[src/rtl/cpu_clock_controller_pkg.sv]
// rtl/cpu_clock_controller_pkg.sv - shared state encoding and default widths for the CPU tick generator
package cpu_clock_controller_pkg;

  localparam int DEF_DIV_WIDTH = 8;
  localparam int DEF_CNT_WIDTH = 16;

  typedef enum logic [2:0] {
    ST_IDLE      = 3'd0,
    ST_RUN       = 3'd1,
    ST_STEP_WAIT = 3'd2,
    ST_STEP_HI   = 3'd3,
    ST_STEP_LO   = 3'd4,
    ST_DONE      = 3'd5
  } cpu_clk_state_t;

endpackage

[src/rtl/cpu_clock_phase_timer.sv]
// rtl/cpu_clock_phase_timer.sv - counts one TICK phase of latched DIVIDE+1 cycles
module cpu_clock_phase_timer
  import cpu_clock_controller_pkg::*;
#(
  parameter int DIV_WIDTH = DEF_DIV_WIDTH
) (
  input  logic                 MAIN_CLOCK,
  input  logic                 RESET_N,
  input  logic                 load,
  input  logic [DIV_WIDTH-1:0] divide,
  output logic                 phase_done
);

  logic [DIV_WIDTH-1:0] cnt;
  logic [DIV_WIDTH-1:0] div_lat;

  assign phase_done = (cnt == div_lat);

  // The counter parks on the latched ratio so it can never run past it
  always_ff @(posedge MAIN_CLOCK) begin
    if (!RESET_N) begin
      cnt     <= '0;
      div_lat <= '0;
    end else if (load) begin
      cnt     <= '0;
      div_lat <= divide;
    end else if (!phase_done) begin
      cnt <= cnt + DIV_WIDTH'(1);
    end
  end

endmodule

[src/rtl/cpu_clock_controller.sv]
// rtl/cpu_clock_controller.sv - programmable CPU TICK generator; CYCLE_COUNT built only with CPU_CLK_CYCLE_COUNT_EN
module cpu_clock_controller
  import cpu_clock_controller_pkg::*;
#(
  parameter int DIV_WIDTH = DEF_DIV_WIDTH,
  parameter int CNT_WIDTH = DEF_CNT_WIDTH
) (
  input  logic                 MAIN_CLOCK,
  input  logic                 RESET_N,
  input  logic                 START,
  input  logic                 STEP_MODE,
  input  logic                 STEP_REQ,
  input  logic                 PROCESS_FINISHED,
  input  logic [DIV_WIDTH-1:0] DIVIDE,
  output logic                 TICK,
  output logic                 TICK_RISE,
  output logic                 TICK_FALL,
  output logic                 HALTED,
  output logic [CNT_WIDTH-1:0] CYCLE_COUNT
);

  cpu_clk_state_t state, state_n;
  logic tick, tick_n;
  logic stop_pend, stop_n;
  logic load, phase_done, stop_req;

  cpu_clock_phase_timer #(.DIV_WIDTH(DIV_WIDTH)) u_phase_timer (
    .MAIN_CLOCK (MAIN_CLOCK),
    .RESET_N    (RESET_N),
    .load       (load),
    .divide     (DIVIDE),
    .phase_done (phase_done)
  );

  assign stop_req = stop_pend | PROCESS_FINISHED;

  always_comb begin
    state_n = state;
    tick_n  = tick;
    stop_n  = stop_pend;
    load    = 1'b0;
    case (state)
      ST_IDLE, ST_DONE: begin
        tick_n = 1'b0;
        stop_n = 1'b0;
        if (START && !PROCESS_FINISHED) begin
          load = 1'b1;
          if (STEP_MODE) begin
            state_n = ST_STEP_WAIT;
          end else begin
            state_n = ST_RUN;
            tick_n  = 1'b1;
          end
        end
      end
      ST_RUN: begin
        if (tick) begin
          // A stop seen during the high phase is held until that phase ends
          stop_n = stop_req;
          if (phase_done) begin
            tick_n = 1'b0;
            load   = 1'b1;
            if (stop_req) begin
              state_n = ST_DONE;
              stop_n  = 1'b0;
            end
          end
        end else if (PROCESS_FINISHED) begin
          state_n = ST_DONE;
        end else if (phase_done) begin
          if (STEP_MODE) begin
            state_n = ST_STEP_WAIT;
          end else begin
            tick_n = 1'b1;
            load   = 1'b1;
          end
        end
      end
      ST_STEP_WAIT: begin
        if (PROCESS_FINISHED) begin
          state_n = ST_DONE;
        end else if (!STEP_MODE) begin
          state_n = ST_RUN;
          tick_n  = 1'b1;
          load    = 1'b1;
        end else if (STEP_REQ) begin
          state_n = ST_STEP_HI;
          tick_n  = 1'b1;
          load    = 1'b1;
        end
      end
      ST_STEP_HI: begin
        stop_n = stop_req;
        if (phase_done) begin
          tick_n = 1'b0;
          if (stop_req) begin
            state_n = ST_DONE;
            stop_n  = 1'b0;
          end else begin
            state_n = ST_STEP_LO;
            load    = 1'b1;
          end
        end
      end
      ST_STEP_LO: begin
        if (PROCESS_FINISHED) begin
          state_n = ST_DONE;
        end else if (phase_done) begin
          state_n = ST_STEP_WAIT;
        end
      end
      default: begin
        state_n = ST_IDLE;
        tick_n  = 1'b0;
        stop_n  = 1'b0;
      end
    endcase
  end

  always_ff @(posedge MAIN_CLOCK) begin
    if (!RESET_N) begin
      state     <= ST_IDLE;
      tick      <= 1'b0;
      stop_pend <= 1'b0;
      TICK_RISE <= 1'b0;
      TICK_FALL <= 1'b0;
      HALTED    <= 1'b0;
    end else begin
      state     <= state_n;
      tick      <= tick_n;
      stop_pend <= stop_n;
      TICK_RISE <= tick_n & ~tick;
      TICK_FALL <= ~tick_n & tick;
      HALTED    <= (state_n == ST_DONE);
    end
  end

  assign TICK = tick;

`ifdef CPU_CLK_CYCLE_COUNT_EN
  logic [CNT_WIDTH-1:0] cycle_cnt;

  always_ff @(posedge MAIN_CLOCK) begin
    if (!RESET_N) begin
      cycle_cnt <= '0;
    end else if (tick_n && !tick) begin
      cycle_cnt <= cycle_cnt + CNT_WIDTH'(1);
    end
  end

  assign CYCLE_COUNT = cycle_cnt;
`else
  assign CYCLE_COUNT = '0;
`endif

endmodule

[config.mk]
export PLATFORM = sky130hd
export DESIGN_NAME = cpu_clock_controller
export DESIGN_NICKNAME = d
export VERILOG_FILES = /design/src/rtl/cpu_clock_controller_pkg.sv /design/src/rtl/cpu_clock_phase_timer.sv /design/src/rtl/cpu_clock_controller.sv
export SDC_FILE = /design/constraint.sdc
export NUM_CORES = 1
export LEC_CHECK = 0
export CAP_MARGIN = 20
export CORE_MARGIN = 2
export CORE_UTILIZATION = 44
export DETAILED_ROUTE_END_ITERATION = 12
export GPL_TIMING_DRIVEN = 0
export PLACE_DENSITY = 0.71
export SYNTH_ARGS = -nofsm -noshare
export SYNTH_HDL_FRONTEND = slang
export SYNTH_SLANG_ARGS = --single-unit
export TNS_END_PERCENT = 100
[constraint.sdc]
create_clock -name MAIN_CLOCK -period 3.2 [get_ports MAIN_CLOCK]
set_input_delay 0.64 -clock MAIN_CLOCK [delete_from_list [all_inputs] [get_ports MAIN_CLOCK]]
set_output_delay 0.64 -clock MAIN_CLOCK [all_outputs]
set_load 0.05 [all_outputs]
## Yosys cells after proc, flatten, opt, wreduce, memory -nomap -nowiden

Cells that the tools add are included.
W data, S select, Z words.

- Register bits: 24
- Bits of input ports: 14
- Output and inout port bits: 20
- Word-level logic and storage cells: 70

- $add $sub $neg: 1
- Equal/unequal tests: 8
- Multiplexer cells: 39
- Bitwise gates (word level): 7
- Reductions and logical operators: 7

Operator list:

| cell | count |
|---|---|
| $mux W3 | 13 |
| $mux W1 | 21 |
| $pmux W3 S5 | 1 |
| $eq A3 B3 Y1 const B | 3 |
| $add A8 B1 Y8 const B | 1 |
| $eq A8 B8 Y1 | 1 |
| $eq A3 B2 Y1 const B | 2 |
| $reduce_or A2 Y1 | 3 |
| $pmux W1 S5 | 1 |
| $not A1 Y1 | 4 |
| $pmux W1 S4 | 1 |
| $eq A3 B1 Y1 const B | 1 |
| $logic_not A3 Y1 | 1 |
| $pmux W1 S3 | 1 |
| $and A1 B1 Y1 | 2 |
| $mux W2 | 1 |
| $ne A2 B2 Y1 const B | 1 |
| $reduce_and A2 Y1 | 1 |
| $logic_and A1 B1 Y1 | 1 |
| $logic_not A1 Y1 | 1 |
| $or A1 B1 Y1 | 1 |

## Logic depth before layout (Yosys ltp)

Gate-level depths: netlist (run 1).

- Depth after elaboration: 7
- Depth in mapped cells: 7
- Mapped depth without buffers: 5

## Hierarchy

From an unflattened synthesis (run 1), not the netlist that was laid out.

- Cells, all modules: 170
- Area, all modules: 1487.7 µm²

Modules (own cells, without submodules):

| module | instances | cells each | area an instance (µm²) |
|---|---|---|---|
| cpu_clock_controller | 1 | 92 | 745.7 |
| cpu_clock_phase_timer | 1 | 78 | 742.0 |

## Worst setup path after synthesis (run 1)

Ideal clock, no wire load.

- Path type: register -> register
- Start point: reg tick, in the netlist TICK
- End point: reg u_phase_timer.cnt[7]
- Library setup time: 0.125 ns
- Arrival: 1.599 ns
- Required time: 3.075 ns
- Setup slack: 1.476 ns
- Cell stages (with the launch flop): 7
- Path buffers: 1
- Path through: dfxtp_1 o21bai_1 a22oi_2 o32ai_4 or2_1 buf_4 a21oi_1

- Cells in the longest elaborated chain, start to end: 3

Ends and longest elaborated chain:

| what | RTL line | RTL |
|---|---|---|
| start, declared | cpu_clock_controller.sv:23 | `logic tick, tick_n;` |
| start signal, assigned | cpu_clock_controller.sv:130 | `tick <= tick_n;` |
| $mux W1 | cpu_clock_controller.sv:57 | `if (tick) begin` |
| $pmux W1 S4 | cpu_clock_controller.sv:42 | `case (state)` |
| $reduce_or A2 Y1 (no source line) | -- |  |
| end signal, assigned | cpu_clock_phase_timer.sv:28 | `cnt <= cnt + DIV_WIDTH'(1);` |
| end, declared | cpu_clock_phase_timer.sv:14 | `logic [DIV_WIDTH-1:0] cnt;` |

No other way between the ends.
A chain may end at the register's enable or synchronous reset.

## Final worst setup path (run 1)

- Start point: in PROCESS_FINISHED
- End point: reg u_phase_timer.cnt[7]

- Cells in the longest elaborated chain, start to end: 5

Ends and longest elaborated chain:

| what | RTL line | RTL |
|---|---|---|
| start, declared | cpu_clock_controller.sv:13 | `input logic PROCESS_FINISHED,` |
| $or A1 B1 Y1 / $logic_not A1 Y1 (equally long branches) | cpu_clock_controller.sv:35, cpu_clock_controller.sv:46 |  |
| $mux W1 / $logic_and A1 B1 Y1 (equally long branches) | cpu_clock_controller.sv:96, cpu_clock_controller.sv:46 |  |
| $mux W1 (on tied branches) | cpu_clock_controller.sv:94, cpu_clock_controller.sv:46 |  |
| $pmux W1 S4 (*) | cpu_clock_controller.sv:42 |  |
| $reduce_or A2 Y1 (no source line) (*) | -- |  |

Mark *: on every way between the ends. The rest lies on a longest branch, timed or not.

==> metrics, run 1 <==
die area=0.00409 mm2; clk_lat worst skew=0.32 ns; leak pwr=0.688 nW; Min Hold Slack=0.484 ns; CTS resizes=0; nets=249; Syn Area/Cell=8.02 um2; clock-pin transition on the worst setup and hold timing paths=0.14 ns; initial antenna violation count=0; Final min period=2.17 ns; Layout area overhead=20.3%; Top Ports=34; hold buffers post-CTS=0; clk sink count=24; critical path data arrival time=2.39 ns; Peak Freq=460 MHz; H-tree levels=1; Starting Density=46.6%; number of vias in the routed layout=1,434; Residual DRC=0; critical path type=in -> reg; kind of start point of the critical path=input port; Final Hold Viols=0; Crit path max-delay family=compound AO/OA/AOI/OAI gates; Die Ht=63.9 um; Final WS setup=1.03 ns; share of cells above drive strength 1=15.0%; Iter 0 DRT Violations=64; worst hold path class=reg -> reg; # Max-Cap Violations=0; Avg WL per Cell=12.1 um; dominant cells by area after synthesis=dfxtp_1, buf_4, xnor2_1; CTS tree=done; dpl cells=275; Syn. warnings=0; Setup Buffers After CTS=0; Slew Viols, Final=0; fraction of registers with async set or reset after synthesis=0%; Post-synth EDFFs=0; met1 usage=25.4%; total gr overflow=0; global placement routability congestion=0.914; cell with the most instances after synthesis=dfxtp_1; vias in the first global route=1,254; total CTS buffers=3; Final Setup Violations=0; final setup TNS=0 ns; Core Rows=21; RSZ-0062 raised after global routing=no; Synth Cell Area=0.00158 mm2; final setup skew=0.00341 ns; grt met2 use=26.0%; synth cell count leaders=dfxtp_1, buf_4, nand2_1; Bufs and invs on worst path=2; DR vias/cell=5.14; critical path fanouts, max=8; sequential-to-total area share from yosys stat=30.4%; core area=0.00339 mm2; worst path cell trace=clkdlybuf4s50_1 > o21bai_1 > a22oi_2 > o32ai_4 > or2_1 > buf_4 > a21oi_1; crit-path max cell delay=0.56 ns; post-synth top area cell=dfxtp_1; Setup WS pre-CTS=0.693 ns; antenna-violating nets left=0; pin count of the biggest net entering global routing=14; fin cells=279; Root Driver=clkbuf_4; first-pass GRT wire length=5810 um; DR pass1 iterations=4; die width=63.9 um; Worst Setup End Kind=flip-flop; VDD IR max=0.245 mV; critical path required time=3.42 ns; met3 Use GR=3.17%; n_diodes=0; top-area cell type share of the netlist area=30.4%; Layout Utilization=56.1%; cell area power density=654 mW/mm2; flop and latch count out of synthesis=24; gr busiest metal=met2; GRT Total Usage=17.6%; CP max stage cell=clkdlybuf4s50_1; clock buffer depth=2; port bufs=17; DRT Wirelength=3380 um; post-synth cell types=47; top_reg_cell synth=dfxtp_1; dpl hpwl=2600 um; Gate Count Post-Synth=197; final worst-path cycle share=68.0%; status=finished, final reports clean
## stage by stage
stage	cell area [um2]	power, mW
final	1900	1.24
after floorplan	1640	0.935
after CTS	1900	1.24
after global placement	1860	1.08
after detailed placement	1860	1.08
after global routing	1900	1.33
## worst reg2reg max path, stage by stage, from the launching register on
cell	delay, ns
dfxtp_1	0.48
clkbuf_1	0.39
nor2b_1	0.11
a22oi_1	0.18
o32ai_1	0.11
a211oi_1	0.36
a211oi_1	0.08
## area by class of cell
type | count | area [um2]
Tap cell | 46 | 57.6
Clock buffer | 4 | 36.3
Inverter | 4 | 15.0
Fill cell | 327 | 1490
Sequential cell | 24 | 480
Multi-Input combinational cell | 156 | 962
Buffer | 28 | 179
Timing Repair Buffer | 17 | 170
## worst paths after layout
kind,start,end,slack (ns),depth (start not counted)
max,PROCESS_FINISHED,u_phase_timer.cnt[7]$_SDFFE_PP0P_,1.03,7
min,u_phase_timer.div_lat[3]$_SDFFE_PN0P_,u_phase_timer.div_lat[3]$_SDFFE_PN0P_,0.48,2
max reg2reg,state[2]$_SDFF_PN0_,HALTED$_SDFF_PN0_,1.38,6
min reg2reg,u_phase_timer.div_lat[3]$_SDFFE_PN0P_,u_phase_timer.div_lat[3]$_SDFFE_PN0P_,0.48,2
## metal layers
| metal | wire [um] | share of wire, % |
|---|---|---|
| met1 | 1650 | 49 |
| met2 | 1460 | 43 |
| met3 | 227 | 6.7 |
| met4 | 43 | 1.3 |
| met5 | 0 | 0 |
## cells in the final DEF (no fill, tap or decap), types with 2 or more instances in the layout
master           synthesis  layout
a211oi_1                 4       4
o21ai_0                 14      14
nor2_1                   9       9
clkdlybuf4s50_1          0      17
clkbuf_1                 7       7
and4_1                   2       2
nand3_1                 15      15
nand2_1                 17      17
nand4b_1                 2       2
nand3b_1                 2       2
buf_4                   19      19
nand4_2                  2       2
a21oi_1                 15      15
nor3b_1                  2       2
clkbuf_4                 0       3
inv_1                    4       4
dfxtp_1                 24      24
xnor2_1                 14      14
nor2_2                   2       2
buf_2                    2       2
nor2b_1                  7       7
nand2b_1                 6       6
conb_1                   1      16
o31ai_1                  2       2
## power by group
part	switching [mW]	internal, mW
sequential	0.0537	0.351
clock	0.0941	0.0696
combinational	0.423	0.252
## kinds of logic (layout without fill, tap and decap cells)
| family | count (synthesis) | in the layout | synth area share (%) |
|---|---|---|---|
| compound gates | 49 | 49 | 21.2 |
| mux | 1 | 1 | 0.633 |
| fa+ha+maj | 1 | 1 | 0.792 |
| simple gates | 75 | 75 | 26.7 |
| other cells | 1 | 16 | 0.237 |
| xor+xnor | 14 | 14 | 7.76 |
| buf+inv | 32 | 53 | 12.3 |
| flops | 24 | 24 | 30.4 |
## flip-flops by register name (all words and copies together) (netlist names)
name / flops
TICK_RISE: 1
TICK_FALL: 1
stop_pend: 1
TICK: 1
state: 3
u_phase_timer.cnt: 8
HALTED: 1
u_phase_timer.div_lat: 8
Power figures use the tool's default switching activity.
==> inputs of run 2 (changes only) <==
clock period = 2.1 ns   (was 3.2 ns; I/O delays follow)
==> results of run 2 <==
Same layout as run 1 (identical final DEF). Status: finished, final reports clean.
Among the figures that moved: setup slack after placement 0.693 ns -> -0.187 ns; setup slack after layout 1.03 ns -> 0.145 ns; register-to-register setup slack 1.38 ns -> 0.28 ns; total power 1.24 mW -> 1.90 mW; worst IR drop on VDD 0.245 mV -> 0.374 mV
==> RTL change 1, RTL diff (config.mk and constraints of run 2) <==
The package constant `DEF_CNT_WIDTH` goes from 16 to 12.
--- a/src/rtl/cpu_clock_controller_pkg.sv
+++ b/src/rtl/cpu_clock_controller_pkg.sv
@@ -2,7 +2,7 @@
 package cpu_clock_controller_pkg;
 
   localparam int DEF_DIV_WIDTH = 8;
-  localparam int DEF_CNT_WIDTH = 16;
+  localparam int DEF_CNT_WIDTH = 12;
 
   typedef enum logic [2:0] {
     ST_IDLE      = 3'd0,
Ports: changed (resized CYCLE_COUNT); port bits go from 34 to 30. No check against the original RTL was run, so the function may have changed too.
==> RTL change 1 against run 2 <==
Wire length fell by 1.1%. Worst setup slack improved by 0.020 ns. Design area fell by 2.2%. Clock power fell by 2%. Synthesized area fell by 1.9%. Synthesized cell count fell by 2.0%. Sequential cell count did not move. Power fell by 1.3%. Core utilization fell by 0.79 points. Clock skew rose by 0.0018 ns. Critical path depth did not move. Largest cell class unchanged. Global-route usage barely moved.
==> RTL change 1: results (changes against run 2) <==
largestRegisters: "u_phase_timer.cnt: 8 flops, u_phase_timer.div_lat: 8 flops, state: 3 flops"
ys_seq_area_share_pct: 30.99  # +0.59 points
dpl-instance-area_um2: 1819  # -2.4%
synthTopCellsByArea: "dfxtp_1 31%, xnor2_1 7.9%, buf_4 7.3%"
fin_skew_ns: 0.005225  # +0.001816 ns
grtUsageTotal_pct: 17.60  # -0.027 points
ir_drop_mv: 0.3721  # -0.37%
gp_congestion: 0.8790  # -3.8%
place_hpwl_um: 2484  # -4.6%
synth_compound_area_share_pct: 21.63  # +0.41 points
synth_xor_area_share_pct: 7.910  # +0.15 points
synth_common_cells: "24 x dfxtp_1, 17 x nand2_1, 15 x a21oi_1, 15 x buf_4, 15 x nand3_1"
final_cells: 271  # -2.9%
cts_root_buffer: "clkbuf_4"
synth_mux_area_share_pct: 0.6457  # +0.012 points
synthArstFlopShare_pct: 0  # unchanged
port_buffers: 17  # unchanged
ys_types: 47  # unchanged
synthAdderAreaFrac_pct: 0.8071  # +0.015 points
min_path_type: "register to register"
hold_start: "u_phase_timer.div_lat[3]$_SDFFE_PN0P_"
drive_gt1_share_pct: 14.22  # -0.80 points
outcome: "complete, no violations"
cts_buffer_depth: 2  # unchanged
whs_path_depth: 2  # unchanged
num_vias: 1431  # -0.21%
worstSkewPairLatency_ns: 0.31
yosysWarnings: 0  # unchanged
grt_pass1_vias: 1243  # -0.88%
p_leak_nw: 0.6571  # -4.5%
cts_buffers: 3  # unchanged
hold_ws_ns: 0.4798  # -0.004159 ns
r2r-start: "state[2]$_SDFF_PN0_"
layout.nets: 241  # -3.2%
hold_path_end: "u_phase_timer.div_lat[3]$_SDFFE_PN0P_"
synthCells: 193  # -2.0%
slowest_delay_ns: 0.57
rr_endpoint: "HALTED$_SDFF_PN0_"
cts.clk_slew.worst_paths_ns: 0.13
antenna_found_initial: 0  # unchanged
wl_per_cell_um: 12.32  # +1.8%
intPower_mw: 1.021  # -0.41%
reg2reg_depth: 6  # unchanged
cts_max_level: 1  # unchanged
first_pass_iters: 4  # unchanged
drtIter0Drc: 108  # +69%
reg2reg_slack_ns: 0.28  # about the same
grt_pass1_wl_um: 5775  # -0.59%
==> RTL change 1: cell types whose count changed after synthesis, sizes merged <==
cell and change:
buf -4
==> RTL change 1: layout make-up <==
class	instances	area [um^2]
sequential	24	480.5
tap	46	57.56
clock buffer	4	36.28
timing repair buffer	17	170.2
multi-input combinational	152	950.9
fill	352	1504
buffer	24	148.9
inverter	4	15.01
==> RTL change 1: how the worst max path moves through the flow <==
stage | from | endpoint | depth (start not counted)
2_1_floorplan | TICK$_SDFF_PN0_ | u_phase_timer.cnt[7]$_SDFFE_PP0P_ | 6
3_3_place_gp | PROCESS_FINISHED | u_phase_timer.cnt[7]$_SDFFE_PP0P_ | 7
3_5_place_dp | PROCESS_FINISHED | u_phase_timer.cnt[7]$_SDFFE_PP0P_ | 7
4_1_cts | PROCESS_FINISHED | u_phase_timer.cnt[2]$_SDFFE_PP0P_ | 7
5_1_grt | PROCESS_FINISHED | u_phase_timer.cnt[7]$_SDFFE_PP0P_ | 7
6_report | PROCESS_FINISHED | u_phase_timer.cnt[7]$_SDFFE_PP0P_ | 7
==> RTL change 1: timing repair <==
action	CTS	global route
buffers inserted	0	0
setup endpoints to repair	0	5
gates resized for setup	0	1
hold buffers	0	0
==> RTL change 1: kinds of logic after synthesis <==
group / after synthesis
DFF: 24
xor gates and xnor gates: 14
buffers and inverters: 28
AOI/OAI and AO/OA: 49
and+or+nand+nor: 75
other: 1
muxes: 1
adders and majority gates: 1
==> RTL change 1: critical path: cells and delay by family <==
| kind | cells | cell delay (ns) |
|---|---|---|
| compound gates | 3 | 0.53 |
| simple gates | 2 | 0.46 |
| buf+inv | 2 | 0.73 |
==> RTL change 1: per-layer routing <==
layer | GRT usage (%) | vias to the layer above | part of all wire (%)
met2 | 26.18 | 56 | 42
met3 | 2.143 | 2 | 6.8
met5 | 0 | - | 0
met4 | 4.891 | 0 | 0.81
met1 | 26.52 | 648 | 50
li1 | - | 725 | -
==> RTL change 1: power by group through the flow <==
| stage | Clock, mW | Combinational [mW] | Sequential [mW] |
|---|---|---|---|
| after detailed placement | 0 | 1.00 | 0.625 |
| final | 0.243 | 1.01 | 0.617 |
| after CTS | 0.253 | 1.00 | 0.617 |
| after global placement | 0 | 0.994 | 0.625 |
| after global routing | 0.266 | 1.12 | 0.630 |
| after floorplan | 0 | 0.752 | 0.652 |
==> RTL change 1: per-stage QoR <==
stage	total power, mW	setup slack, ns	util, %
final	1.870	0.1648	55.28
after floorplan	1.404	0.3758	-
after CTS	1.871	0.1585	55.17
after global placement	1.619	-0.1681	54.09
after detailed placement	1.626	-0.1858	54.09
after global routing	2.015	0.04538	55.28
==> RTL change 2, RTL diff (settings of run 2) <==
Made on the original files. Re-encode `cpu_clk_state_t` (6 states) as one-hot, 6 bits wide.
--- a/src/rtl/cpu_clock_controller_pkg.sv
+++ b/src/rtl/cpu_clock_controller_pkg.sv
@@ -4,13 +4,13 @@
   localparam int DEF_DIV_WIDTH = 8;
   localparam int DEF_CNT_WIDTH = 16;
 
-  typedef enum logic [2:0] {
-    ST_IDLE      = 3'd0,
-    ST_RUN       = 3'd1,
-    ST_STEP_WAIT = 3'd2,
-    ST_STEP_HI   = 3'd3,
-    ST_STEP_LO   = 3'd4,
-    ST_DONE      = 3'd5
+  typedef enum logic [5:0] {
+    ST_IDLE      = 6'b000001,
+    ST_RUN       = 6'b000010,
+    ST_STEP_WAIT = 6'b000100,
+    ST_STEP_HI   = 6'b001000,
+    ST_STEP_LO   = 6'b010000,
+    ST_DONE      = 6'b100000
   } cpu_clk_state_t;
 
 endpackage
Formal check against the unedited RTL: same outputs for any inputs over 10 cycles, from zero or initial values and one cycle with RESET_N low; not proved beyond that.
==> RTL change 2 against run 2 <==
Sequential cell count grew 3. Final cell count is 8.6% higher. Design area is 12% higher. Hold slack worse by 0.0088 ns. Clock power grew 33%. Core utilization down 1.9 points. Wire length grew 21%. Clock skew is 0.0024 ns higher. Worst setup slack worse by 0.046 ns. Synthesized area up 13%. Global-route usage rose by 0.62 points. Power is 14% lower. Largest cell class unchanged.
==> RTL change 2: results (changes against run 2) <==
worstSkewPairLatency_ns: 0.28  # -0.04 ns
grt_use_met3_pct: 2.667  # -0.50 points
port_buffers: 16  # -1
crit_fanout: 10  # +2
m1WireLength_um: 1930  # +17%
worst_slack_ns: 0.09887  # -0.04636 ns
gp_congestion: 0.8366  # -8.4%
cts_root_buffer: "clkbuf_8"
grt_max_degree: 18  # +4
met1_usage_pct: 26.77  # +1.4 points
reg2reg_depth: 8  # +2
grtUsageTotal_pct: 18.24  # +0.62 points
hold_start: "u_phase_timer.div_lat[0]$_SDFFE_PN0P_"
wl_per_cell_um: 13.46  # +11%
place_hpwl_um: 2811  # +8.0%
met2_usage_pct: 27.45  # +1.4 points
ys_seq_area_share_pct: 30.34  # -0.067 points
reg2reg_slack_ns: 0.15  # -0.13 ns
outcome: "complete, no violations"
drive_gt1_share_pct: 18.18  # +3.2 points
grt_pass1_wl_um: 6472  # +11%
p_leak_nw: 1.017  # +48%
wl_met2_um: 1884  # +29%
totalWireLength_um: 4078  # +21%
synth_xor_area_share_pct: 9.340  # +1.6 points
fin_skew_ns: 0.005853  # +0.002443 ns
synth_compound_area_share_pct: 17.91  # -3.3 points
cp.arrival_ns: 2.22  # +0.05 ns
largestRegisters: "u_phase_timer.cnt: 8 flops, u_phase_timer.div_lat: 8 flops, state: 6 flops"
ir_drop_mv: 0.4987  # +34%
-- RTL change 2: cell count changes in the layout (fill, tap and decap cells not counted), moves of 5 or more --
cell     change
xnor2_1     -11
a21oi_1      -5
mux2i_1      +8
nor2b_1      -6
xor2_1      +16
and3_1       +8
nand2_1     +10
nand3_1      -9
o21ai_0      -9
-- RTL change 2: stage by stage --
| stage | TNS, ns | power, mW |
|---|---|---|
| 2_1_floorplan | 0 | 1.129 |
| 3_3_place_gp | -1.918 | 1.269 |
| 3_5_place_dp | -1.961 | 1.276 |
| 4_1_cts | 0 | 1.605 |
| 5_1_grt | 0 | 1.712 |
| 6_report | 0 | 1.631 |
-- RTL change 2: path summary, 6_finish.rpt --
kind | end
worst max-delay path | u_phase_timer.div_lat[2]$_SDFFE_PN0P_
worst min register to register | u_phase_timer.div_lat[0]$_SDFFE_PN0P_
worst min-delay path | u_phase_timer.div_lat[0]$_SDFFE_PN0P_
worst max register to register | u_phase_timer.cnt[7]$_SDFFE_PP0P_
-- RTL change 2: report_power, final --
part / internal, mW / switching [mW] / leakage, nW
combinational: 0.279 / 0.423 / 0.772
sequential: 0.555 / 0.0432 / 0.219
clock: 0.140 / 0.192 / 0.0261
-- RTL change 2: area by class of cell --
cell class                 count  area (um^2)
inverter                       7        26.28
tap                           50        62.56
clock inverter                 1        8.758
fill                         377         1807
multi-input combinational    165         1065
buffer                        31        206.4
clock buffer                   3        41.29
timing repair buffer          19        185.2
sequential                    27        540.5
-- RTL change 2: repair_timing --
item,4_1_cts,5_1_grt
endpoints found under the setup margin,0,11
setup buffers,0,3
gates resized for setup,0,2
-- RTL change 2: critical path: cells and delay by family --
kind                   cells  cell delay, ns
AO/OA/AOI/OAI              2            0.40
buffers and inverters      3            1.20
multiplexers               1            0.19
